`config.mk`:
```
export PLATFORM = sky130hd
export DESIGN_NAME = pll_lock_qualifier
export DESIGN_NICKNAME = d
export VERILOG_FILES = /design/src/rtl/reset_pkg.sv /design/src/rtl/bit_synchroniser.sv /design/src/rtl/pll_lock_qualifier.sv
export SDC_FILE = /design/constraint.sdc
export NUM_CORES = 1
export LEC_CHECK = 0
export ABC_AREA = 1
export BUFFER_PORTS_ARGS = -buffer_cell sky130_fd_sc_hd__buf_2
export CORE_MARGIN = 1
export CORE_UTILIZATION = 55
export CTS_BUF_LIST = sky130_fd_sc_hd__clkbuf_8
export DETAILED_ROUTE_END_ITERATION = 10
export PLACE_DENSITY = 0.79
export SLEW_MARGIN = 40
export SYNTH_ARGS = -nofsm -noshare
export SYNTH_HDL_FRONTEND = slang
export SYNTH_SLANG_ARGS = --single-unit
export TNS_END_PERCENT = 20
```
`constraint.sdc`:
```
create_clock -name clk -period 2.2 [get_ports clk]
set_input_delay 0.44 -clock clk [delete_from_list [all_inputs] [get_ports clk]]
set_output_delay 0.44 -clock clk [all_outputs]
set_load 0.1 [all_outputs]
```
`src/rtl/reset_pkg.sv`:
```
// reset_pkg: shared types and widths for the reset/clocking blocks
package reset_pkg;

    localparam int LOSS_COUNT_WIDTH = 8;

    typedef enum logic [2:0] {IDLE, QUALIFY, LOCKED, LOSING, PLL_RST} lockq_state_t;

endpackage

```
`src/rtl/bit_synchroniser.sv`:
```
// bit_synchroniser: multi-flop crossing of a single asynchronous bit into clk
module bit_synchroniser #(
    parameter int STAGES = 2
) (
    input  logic clk,
    input  logic areset,
    input  logic d,
    output logic q
);

    logic [STAGES-1:0] sync;

    // shift the raw bit through the flop chain
    always_ff @(posedge clk or posedge areset)
        if (areset) sync <= '0;
        else        sync <= {sync[STAGES-2:0], d};

    assign q = sync[STAGES-1];

endmodule

```
`src/rtl/pll_lock_qualifier.sv`:
```
// pll_lock_qualifier: debounces PLL lock into en, requests PLL reset on timeout, records losses
module pll_lock_qualifier
    import reset_pkg::*;
#(
    parameter int SYNC_STAGES    = 2,
    parameter int LOCK_CYCLES    = 1024,
    parameter int UNLOCK_CYCLES  = 4,
    parameter int TIMEOUT_CYCLES = 65536,
    parameter int RETRY_PULSE    = 8
) (
    input  logic                        clk,
    input  logic                        areset,
    input  logic                        lock_async,
    input  logic                        clear,
    output logic                        en,
    output logic                        pll_reset,
    output logic                        lock_lost,
    output logic [LOSS_COUNT_WIDTH-1:0] loss_count
);

    localparam int MAX_LU    = LOCK_CYCLES > UNLOCK_CYCLES ? LOCK_CYCLES : UNLOCK_CYCLES;
    localparam int MAX_TR    = TIMEOUT_CYCLES > RETRY_PULSE ? TIMEOUT_CYCLES : RETRY_PULSE;
    localparam int MAX_ALL   = MAX_LU > MAX_TR ? MAX_LU : MAX_TR;
    localparam int CTR_WIDTH = $clog2(MAX_ALL) < 1 ? 1 : $clog2(MAX_ALL);

    localparam logic [CTR_WIDTH-1:0] LOCK_END    = CTR_WIDTH'(LOCK_CYCLES - 1);
    localparam logic [CTR_WIDTH-1:0] UNLOCK_END  = CTR_WIDTH'(UNLOCK_CYCLES - 1);
    localparam logic [CTR_WIDTH-1:0] TIMEOUT_END = CTR_WIDTH'(TIMEOUT_CYCLES - 1);
    localparam logic [CTR_WIDTH-1:0] RETRY_END   = CTR_WIDTH'(RETRY_PULSE - 1);

    lockq_state_t                state, next_state;
    logic [CTR_WIDTH-1:0]        ctr;
    logic                        lock_s, en_d, pll_reset_d, lost_d;
    logic [LOSS_COUNT_WIDTH-1:0] count_d;

    bit_synchroniser #(.STAGES(SYNC_STAGES)) u_sync (
        .clk    (clk),
        .areset (areset),
        .d      (lock_async),
        .q      (lock_s)
    );

    // state, dwell counter and registered control outputs
    always_ff @(posedge clk or posedge areset)
        if (areset) begin
            state     <= IDLE;
            ctr       <= '0;
            en        <= 1'b0;
            pll_reset <= 1'b0;
        end else begin
            state     <= next_state;
            ctr       <= (next_state != state || state == LOCKED) ? '0 : ctr + 1'b1;
            en        <= en_d;
            pll_reset <= pll_reset_d;
        end

    // transitions; a dropped lock in QUALIFY throws away all accumulated credit
    always_comb begin
        next_state = state;
        case (state)
            IDLE:    next_state = lock_s ? QUALIFY : (ctr == TIMEOUT_END ? PLL_RST : IDLE);
            QUALIFY: next_state = !lock_s ? IDLE : (ctr == LOCK_END ? LOCKED : QUALIFY);
            LOCKED:  next_state = lock_s ? LOCKED : LOSING;
            LOSING:  next_state = lock_s ? LOCKED : (ctr == UNLOCK_END ? IDLE : LOSING);
            PLL_RST: next_state = ctr == RETRY_END ? IDLE : PLL_RST;
            default: next_state = IDLE;
        endcase
    end

    // next output values; a loss event outranks a coincident clear
    always_comb begin
        en_d        = next_state == LOCKED || next_state == LOSING;
        pll_reset_d = next_state == PLL_RST;
        lost_d      = clear ? 1'b0 : lock_lost;
        count_d     = clear ? '0 : loss_count;
        if (state == LOSING && next_state == IDLE) begin
            lost_d  = 1'b1;
            count_d = clear ? LOSS_COUNT_WIDTH'(1) : (&loss_count ? loss_count : loss_count + 1'b1);
        end
    end

    // sticky loss status
    always_ff @(posedge clk or posedge areset)
        if (areset) begin
            lock_lost  <= 1'b0;
            loss_count <= '0;
        end else begin
            lock_lost  <= lost_d;
            loss_count <= count_d;
        end

endmodule

```
==> results.ini, run 1 <==
[placement]
place_congestion = 0.7870
post_dp_cell_area_sq_mm = 0.001996
dp_worst_setup_slack_ns = 0.3338
dpl.hpwl_mm = 2.367
port_buffers = 14

[detailed_routing]
final_antenna_net_count = 0
num_vias = 1421
wl_per_cell_microns = 11.60
viasPerCell = 4.951
drt_iter0_drc = 86
drt-pass1-iter-count = 4
drc = 0
wl_mm = 3.328

[critical_path]
cp.arrival_ns = 2.05
cp_common_cell = nand2_1
cp_top_family = simple AND/OR/NAND/NOR gates
max_stage_delay_ns = 0.37
slowest_stage = dfrtp_1
required_ns = 2.38
path_max_fanout = 8
worstSetupEndpointType = flop
crit_type = reg2reg
path_cells = ha_1 -> nand2_1 -> inv_1 -> nand3_1 -> nor2_1 -> nand2_1 -> nand2_1 -> nand2_1 -> inv_1 -> nand4_1 -> nand3_1 -> nand2_1
critPathLaunchType = flop
path_buf_inv = 2

[floorplanning]
initial_core_util_pct = 59.40
die_width_microns = 60.12
core_area_sq_mm = 0.003128
chipHeight_microns = 60.12
io_pins = 15
dieArea_sq_mm = 0.003614
core.rowCount = 20

[yosys]
yosysWarnings = 0
synth_nets = 227
ys_top_cells_by_area = dfrtp_1, nand2_1, nor2_1, nor2_4, nand3_1
ys_ff_latch = 32
synthCells = 221
synth.top_cell.area_share_pct = 43.10
syn_area_per_cell_sq_um = 8.407
synth_top_area_cell = dfrtp_1
ys_seq_area_share_pct = 43.10
ys_types = 26
synth_area_sq_mm = 0.001858

[global_route]
grt_pass1_vias = 1291
antenna_found_initial = 0
grt_max_degree = 33
grt_overflow = 0
grt_pass1_wl_mm = 5.623
grt_usage_pct = 21.58

[cts]
cts_setup_buffers = 0
clock-root-buffer = clkbuf_8
cts_tree = done
clk_pin_slew_worst_paths_ns = 0.06
clock_insertion_delay_worst_skew_ns = 0.29
cts_sinks = 32
cts_max_level = 2
clk_path_buf_depth = 2
numCtsBuffers = 5
cts_resized = 0
ctsHoldBuffers = 0

[sta]
fmax_mhz = 532.8
rsz0062_at_grt = false
report.final.slew_viol_count = 0
whs_ns = 0.2187
maxSlewHeadroom_pct = 67.60
min_period_over_period_pct = 85.31
worst_slew_pin_slew_ns = 0.4893
finClkSkew_ns = 0.004230
fin_ws_ns = 0.3233
finalSetupViolations = 0
hold_violations = 0
fin_crit_ns = 1.877
finalSetupTns_ns = 0

[finish]
final_layout_size_suffix_gt1_share_pct = 21.81
antenna_cells = 0
fin_nets = 248
fill_cells = 271
areaGrowthSynthToFinish_pct = 12.26
fin_util_pct = 66.68
design_area_sq_mm = 0.002086

[job]
maxCapViolations = 0

[pwr]
p_leak_uw = 0.001083
power_density_mw_per_mm2 = 587.3
peakVddDrop_mv = 0.4805

[run_status]
status = finished, final reports clean

[hold_path]
min_path_type = in2async

## stage by stage
stage	total power, uW	std cells
after floorplan	752.0	221
after global placement	778.3	279
after detailed placement	779.8	279
after CTS	1241	287
after global routing	1281	287
final	1225	287
## cell usage after synthesis
master / instances
nor2_8: 1
or2_2: 1
nand4_1: 6
o211ai_1: 1
ha_1: 2
nand3b_1: 3
nor3b_1: 2
clkbuf_1: 2
inv_1: 27
xor2_2: 1
xor2_1: 13
nand2_2: 5
xnor2_1: 3
o21ai_0: 4
a21oi_1: 2
nor2_1: 34
dfrtp_1: 32
nor2_2: 1
nor3_1: 1
nor2_4: 11
nand3_4: 1
buf_12: 1
nand2_1: 38
nand2_4: 2
nand3_1: 24
inv_2: 3
## report_power, final
part           internal [uW]  switching, uW
Combinational           47.4           91.0
Clock                    245            213
Sequential               608           20.0
## registers in the layout, indices dropped and copies added (netlist names)
| name | count |
|---|---|
| lock_lost | 1 |
| u_sync.sync | 2 |
| loss_count | 8 |
| ctr | 16 |
| en | 1 |
| pll_reset | 1 |
| state | 3 |
## worst paths after layout
path,from,end,slack [ns],depth (start not counted)
max,ctr[0],loss_count[1],0.32,12
max reg2reg,ctr[0],loss_count[1],0.32,12
min reg2reg,u_sync.sync[0],u_sync.sync[1],0.36,0
min in group clk,lock_async,u_sync.sync[0],0.26,1
max in group asynchronous,areset,loss_count[0],1.68,3
min,areset,u_sync.sync[0],0.22,3
## worst min-delay path, delay by kind of cell
family	cells	cell delay (ns)
buffers and inverters	3	0.48
## cell families (layout without fill, tap and decap cells)
family	after synthesis	count (layout)	share of synthesized area [%]
AO/OA/AOI/OAI	7	7	2.020
XOR/XNOR	17	17	8.418
adder cells (fa/ha/maj)	2	2	1.347
buffers and inverters	33	55	7.542
flip-flops	32	32	43.10
AND/OR/NAND/NOR	130	130	37.58
## final cells by class
cell class	instances	area [sq um]	share of cell area [%]
multi-input cells	156	917.1	43.97
flip-flops and latches	32	805.8	38.63
inverters	30	112.6	5.399
repair buffers	17	105.1	5.039
clock buffers	6	82.58	3.959
well taps	44	55.05	2.639
clock inverters	2	7.507	0.3599
## placed cells by master, fill, tap and decap left out, drive strengths merged
master | netlist | routed
nor2 | 47 | 47
nand2 | 45 | 45
inv | 30 | 32
dfrtp | 32 | 32
nand3 | 25 | 25
buf | 1 | 17
xor2 | 14 | 14
nand4 | 6 | 6
clkbuf | 2 | 6
o21ai | 4 | 4
nand3b | 3 | 3
xnor2 | 3 | 3
a21oi | 2 | 2
nor3b | 2 | 2
ha | 2 | 2
o211ai | 1 | 1
nor3 | 1 | 1
or2 | 1 | 1
## layer usage
layer | part of all wire, % | track usage (%)
met2 | 45 | 32.34
met3 | 3.6 | 5.844
met4 | 2.2 | 10.96
met5 | 0 | 0
met1 | 49 | 28.40
(Power assumes the default switching activity.)
==> inputs of run 2 (changes only) <==
--- a/config.mk
+++ b/config.mk
@@ -12,8 +12,11 @@
 export CTS_BUF_LIST = sky130_fd_sc_hd__clkbuf_8
 export DETAILED_ROUTE_END_ITERATION = 10
 export PLACE_DENSITY = 0.79
+export SKIP_CTS_REPAIR_TIMING = 1
+export SKIP_LAST_GASP = 1
 export SLEW_MARGIN = 40
 export SYNTH_ARGS = -nofsm -noshare
 export SYNTH_HDL_FRONTEND = slang
+export SYNTH_HIERARCHICAL = 1
 export SYNTH_SLANG_ARGS = --single-unit
 export TNS_END_PERCENT = 20
==> run 2 against run 1 <==
  * Clock skew about the same
  * Clock-buffer cell count fell by 1
  * Register-to-register slack about the same
  * Global-route usage down 2.2 points
  * Sequential share of layout area rose by 1.1 points
  * Clock power is 19% higher
  * Setup slack got worse by 0.0076 ns
  * Combinational power shrank 33%
  * Die area shrank 2.9%
  * Wire length fell by 11%
==> results.ini, run 2 <==
[yosys]
yosysWarnings = 6
ys_ff_latch = 32
synthArstFlopShare_pct = 100.0
synthCells = 215
ys.flop_type = dfrtp_1
synth_most_common_cell = nand2_1
ys_top_cells_by_area = dfrtp_1, nand2_1, nor2_1, xor2_1, inv_1
synth.top_cells.by_count = nand2_1, dfrtp_1, nor2_1
ys_seq_area_share_pct = 44.44
synth_area_sq_mm = 0.001802
synth_edf_count = 0
ys_types = 28
synth_nets = 221
synth_top_area_cell = dfrtp_1
synth.top_cell.area_share_pct = 44.44
syn_area_per_cell_sq_um = 8.380

[finish]
fin_util_pct = 65.65
most-common-layout-cells = nand2_1, dfrtp_1, nor2_1
areaGrowthSynthToFinish_pct = 12.15
fill_cells = 257
largest_reg_flops = 16
final_common_cell = nand2_1
reg.largest.list = ctr: 16 flops, loss_count: 8 flops, state: 3 flops
design_area_sq_mm = 0.002021
final_layout_size_suffix_gt1_share_pct = 23.63
fin_nets = 242
top_register = ctr
antenna_cells = 0

[global_route]
grt_pass1_wl_mm = 4.968
grt.met1_usage_pct = 27.54
grt_util_met2_pct = 27.29
antenna_found_initial = 0
grt_overflow = 0
grt_pass1_vias = 1140
grt_max_degree = 21
gr-max-usage-layer = met1
grt_use_met3_pct = 5.240
grt_usage_pct = 19.38

[pwr]
peakVddDrop_mv = 0.4341
power_uw = 1261
p_leak_uw = 0.001032
power_density_mw_per_mm2 = 623.9

[hold_path]
min_path_type = in2async

[critical_path]
crit_type = reg2reg
startpoint = ctr[0]
critPathLaunchType = flop
worstSetupEndpointType = flop
path_max_fanout = 16
required_ns = 2.36
cp.arrival_ns = 2.05
r2r-start = ctr[0]

[placement]
place_congestion = 0.7933
dp_worst_setup_slack_ns = 0.3429
post_dp_cell_area_sq_mm = 0.001913
dpl.hpwl_mm = 2.207
port_buffers = 14

[detailed_routing]
viasPerCell = 4.843
drt-pass1-iter-count = 5
wl_per_cell_microns = 10.58
final_antenna_net_count = 0
drc = 0
drt_iter0_drc = 63
num_vias = 1361
wl_mm = 2.973

[cts]
cts_sinks = 32
cts_max_level = 2
clock_insertion_delay_worst_skew_ns = 0.28
clock-root-buffer = clkbuf_8
clk_path_buf_depth = 2
clk_pin_slew_worst_paths_ns = 0.07
cts_tree = done
numCtsBuffers = 5

[sta]
fin_crit_ns = 1.884
min_period_over_period_pct = 85.65
finalSetupViolations = 0
report.final.slew_viol_count = 0
worst_slew_pin_slew_ns = 0.4835
finalSetupTns_ns = 0
rsz0062_at_grt = false
fin_ws_ns = 0.3157
fmax_mhz = 530.7
finClkSkew_ns = 0.003868
hold_violations = 0
maxSlewHeadroom_pct = 67.99

[floorplanning]
dieArea_sq_mm = 0.003509
io_pins = 15
core.rowCount = 20
die_width_microns = 59.24
chipHeight_microns = 59.24
core_area_sq_mm = 0.003078
initial_core_util_pct = 58.54

[job]
maxCapViolations = 0

[run_status]
status = finished, final reports clean

## run 2: changes by cell type after synthesis, sizes merged, moves of 3 or more
cell | before | now
nand3b | 3 | 6
nand2 | 45 | 54
inv | 30 | 26
xnor2 | 3 | 6
nand3 | 25 | 14
xor2 | 14 | 11
## run 2: metal layers
layer  vias up  share of wire (%)  routed length (microns)
met5         -                  0                        0
met2        22                 43                     1287
met3         5                3.5                      103
met1       627                 52                     1538
met4         0                1.5                       44
li1        707                  -                        -
## run 2: worst max-delay path, stage by stage (launching register included)
cell     delay (ns)
dfrtp_1        0.39
ha_1           0.28
nand3_2        0.15
nor2_4         0.20
inv_1          0.05
nor2_1         0.13
nand4_1        0.09
inv_1          0.10
nor2_4         0.05
nand2_4        0.21
nor2_1         0.09
## run 2: final timing paths
path,endpoint,slack (ns),cells after the start
min in group clk,u_sync/sync[0],0.26,1
min reg2reg,u_sync/sync[1],0.35,0
min,u_sync/sync[0],0.01,2
max,ctr[4],0.32,10
max reg2reg,ctr[4],0.32,10
max in group asynchronous,ctr[1],1.45,3
## run 2: layout make-up
class | count | area, sq um | area share [%]
Tap cell | 44 | 55.05 | 2.724
Multi-Input combinational cell | 154 | 868.3 | 42.97
Timing Repair Buffer | 16 | 85.08 | 4.211
Clock inverter | 3 | 38.79 | 1.920
Clock buffer | 5 | 68.82 | 3.406
Sequential cell | 32 | 803.3 | 39.75
Inverter | 27 | 101.3 | 5.015
## run 2: per-stage QoR
| step | hold slack [ns] | instances |
|---|---|---|
| 2_1_floorplan | 0.1812 | 215 |
| 3_5_place_dp | 0.3116 | 273 |
| 3_3_place_gp | 0.3118 | 273 |
| 6_report | 0.01114 | 281 |
| 4_1_cts | 0.005207 | 281 |
| 5_1_grt | 0.006586 | 281 |
## run 2: logic make-up (layout without fill, tap and decap cells)
family	Yosys count	count (layout)	synth area share [%]
compound gates	8	8	2.986
xor+xnor	17	17	8.264
fa+ha+maj	2	2	1.389
buf+inv	29	51	7.361
flops	32	32	44.44
simple gates	127	127	35.56
## run 2: power by group
group          internal, uW  total (uW)  switching [uW]
combinational          29.9        92.5            62.5
sequential              605         625            19.9
clock                   331         544             213
==> inputs of run 3 (changes only) <==
==> constraint.sdc (replaced) <==
create_clock -name clk -period 2.2 [get_ports clk]
set_input_delay 0.11 -clock clk [delete_from_list [all_inputs] [get_ports clk]]
set_output_delay 0.11 -clock clk [all_outputs]
set_load 0.1 [all_outputs]
==> run 3 against run 2 <==
  * Clock power about the same
  * Worst hold slack improved by 0.18 ns
  * Setup slack stayed put
  * Fmax is the same
  * Via count up 0.22%
  * Die area stayed put
  * Critical path depth is the same
  * First-iteration DRC count increased by 1.6%
  * Total power rose by 0.21%
  * Critical endpoint unchanged
==> results.ini, run 3 (synthesis gave the netlist of run 2 again) <==
[pwr]
p_leak_uw = 0.001041
peakVddDrop_mv = 0.4341
swShare_pct = 23.38
internal-power_uw = 967.9
power_density_mw_per_mm2 = 619.0
clockPowerShare_pct = 43.0
share_comb_of_total_power_pct = 7.5
power_switching_uw = 295.4
p_seq_share_pct = 49.4

[critical_path]
r2r-start = ctr[0]
crit_type = reg2reg
startpoint = ctr[0]
worstSetupEndpointType = flop
r2r_setup_slack_ns = 0.32
crit_end = ctr[4]
critPathLaunchType = flop
rr_endpoint = ctr[4]
path_max_fanout = 16
rr_worst_depth = 10
required_ns = 2.36
cp.arrival_ns = 2.05

[sta]
fmax_mhz = 530.7
finalSetupViolations = 0
finalSetupTns_ns = 0
finClkSkew_ns = 0.003868
whs_ns = 0.1942
min_period_over_period_pct = 85.65
report.final.slew_viol_count = 0
fin_crit_ns = 1.884
hold_violations = 0
fin_ws_ns = 0.3157
rsz0062_at_grt = false
maxSlewHeadroom_pct = 67.37
worst_slew_pin_slew_ns = 0.4928

[global_route]
grt_pass1_wl_mm = 4.968
grt_usage_pct = 19.38
grt.met1_usage_pct = 27.54
grt_overflow = 0
antenna_found_initial = 0
grt_pass1_vias = 1140
grt_util_met2_pct = 27.29
grt_max_degree = 21
grt_use_met3_pct = 5.240
gr-max-usage-layer = met1

[cts]
cts_sinks = 32
cts_max_level = 2
numCtsBuffers = 5
clock-root-buffer = clkbuf_8
clock_insertion_delay_worst_skew_ns = 0.28
cts_tree = done
clk_pin_slew_worst_paths_ns = 0.07
clk_path_buf_depth = 2

[floorplanning]
core.rowCount = 20
io_pins = 15
die_width_microns = 59.24
initial_core_util_pct = 58.54
dieArea_sq_mm = 0.003509
core_area_sq_mm = 0.003078
chipHeight_microns = 59.24

[finish]
final_common_cell = nand2_1
largest_reg_flops = 16
finalNonFillerCells = 283
reg.largest.list = ctr: 16 flops, loss_count: 8 flops, state: 3 flops
final_layout_size_suffix_gt1_share_pct = 23.43
top_register = ctr
design_area_sq_mm = 0.002041
fin_nets = 244
areaGrowthSynthToFinish_pct = 13.26
most-common-layout-cells = nand2_1, dfrtp_1, nor2_1
antenna_cells = 0

[detailed_routing]
num_vias = 1364
drt_iter0_drc = 64
final_antenna_net_count = 0
wl_mm = 3.011
drc = 0
wl_per_cell_microns = 10.64
drt-pass1-iter-count = 5
viasPerCell = 4.820

[placement]
place_inst = 273
place_congestion = 0.7933
post_dp_cell_area_sq_mm = 0.001913
dpl.hpwl_mm = 2.207
port_buffers = 14
dp_worst_setup_slack_ns = 0.3429

[run_status]
status = finished, final reports clean

[job]
maxCapViolations = 0

[hold_path]
min_path_type = in2reg
holdPathStages = 4

[run 3: cell count changes in the layout (fill, tap and decap cells not counted), sizes merged]
cell         before  now
dlygate4sd3       0    2
[run 3: power by group through the flow]
| stage | clock network, uW | logic (uW) | registers [uW] |
|---|---|---|---|
| 2_1_floorplan | 0 | 97.1 | 626 |
| 3_5_place_dp | 0 | 93.3 | 634 |
| 3_3_place_gp | 0 | 93.9 | 634 |
| 6_report | 544 | 95.2 | 625 |
| 5_1_grt | 578 | 107 | 627 |
| 4_1_cts | 556 | 93.7 | 623 |
[run 3: routing by layer]
layer | wire length (microns) | share of wire (%) | vias up
li1 | - | - | 711
met2 | 1294 | 43 | 22
met5 | 0 | 0 | -
met3 | 102 | 3.4 | 5
met1 | 1569 | 52 | 626
met4 | 44 | 1.5 | 0
[run 3: worst max-delay path, cell delays in order, from the launching register on]
cell,delay [ns]
dfrtp_1,0.39
ha_1,0.28
nand3_2,0.15
nor2_4,0.20
inv_1,0.05
nor2_1,0.13
nand4_1,0.09
inv_1,0.10
nor2_4,0.05
nand2_4,0.21
nor2_1,0.09
[run 3: layout make-up]
type	instances	area [sq um]
fill	252	1037
multi-input combinational	154	868.3
sequential	32	803.3
timing repair buffer	18	105.1
inverter	27	101.3
clock buffer	5	68.82
tap	44	55.05
clock inverter	3	38.79
[run 3: metrics by stage]
step / total power [uW] / utilization [%]
4_1_cts: 1273 / 65.65
6_report: 1263 / 66.30
5_1_grt: 1312 / 66.30
3_3_place_gp: 727.6 / 62.15
2_1_floorplan: 722.7 / -
3_5_place_dp: 727.6 / 62.15
[run 3: worst min-delay path by stage]
stage	startpoint	end	slack, ns
global placement	areset	u_sync/sync[1]	-0.02
CTS	areset	u_sync/sync[0]	-0.32
global route	clear	loss_count[2]	0.20
finish	clear	loss_count[2]	0.19
detailed placement	areset	u_sync/sync[1]	-0.02
floorplan	areset	u_sync/sync[0]	-0.15
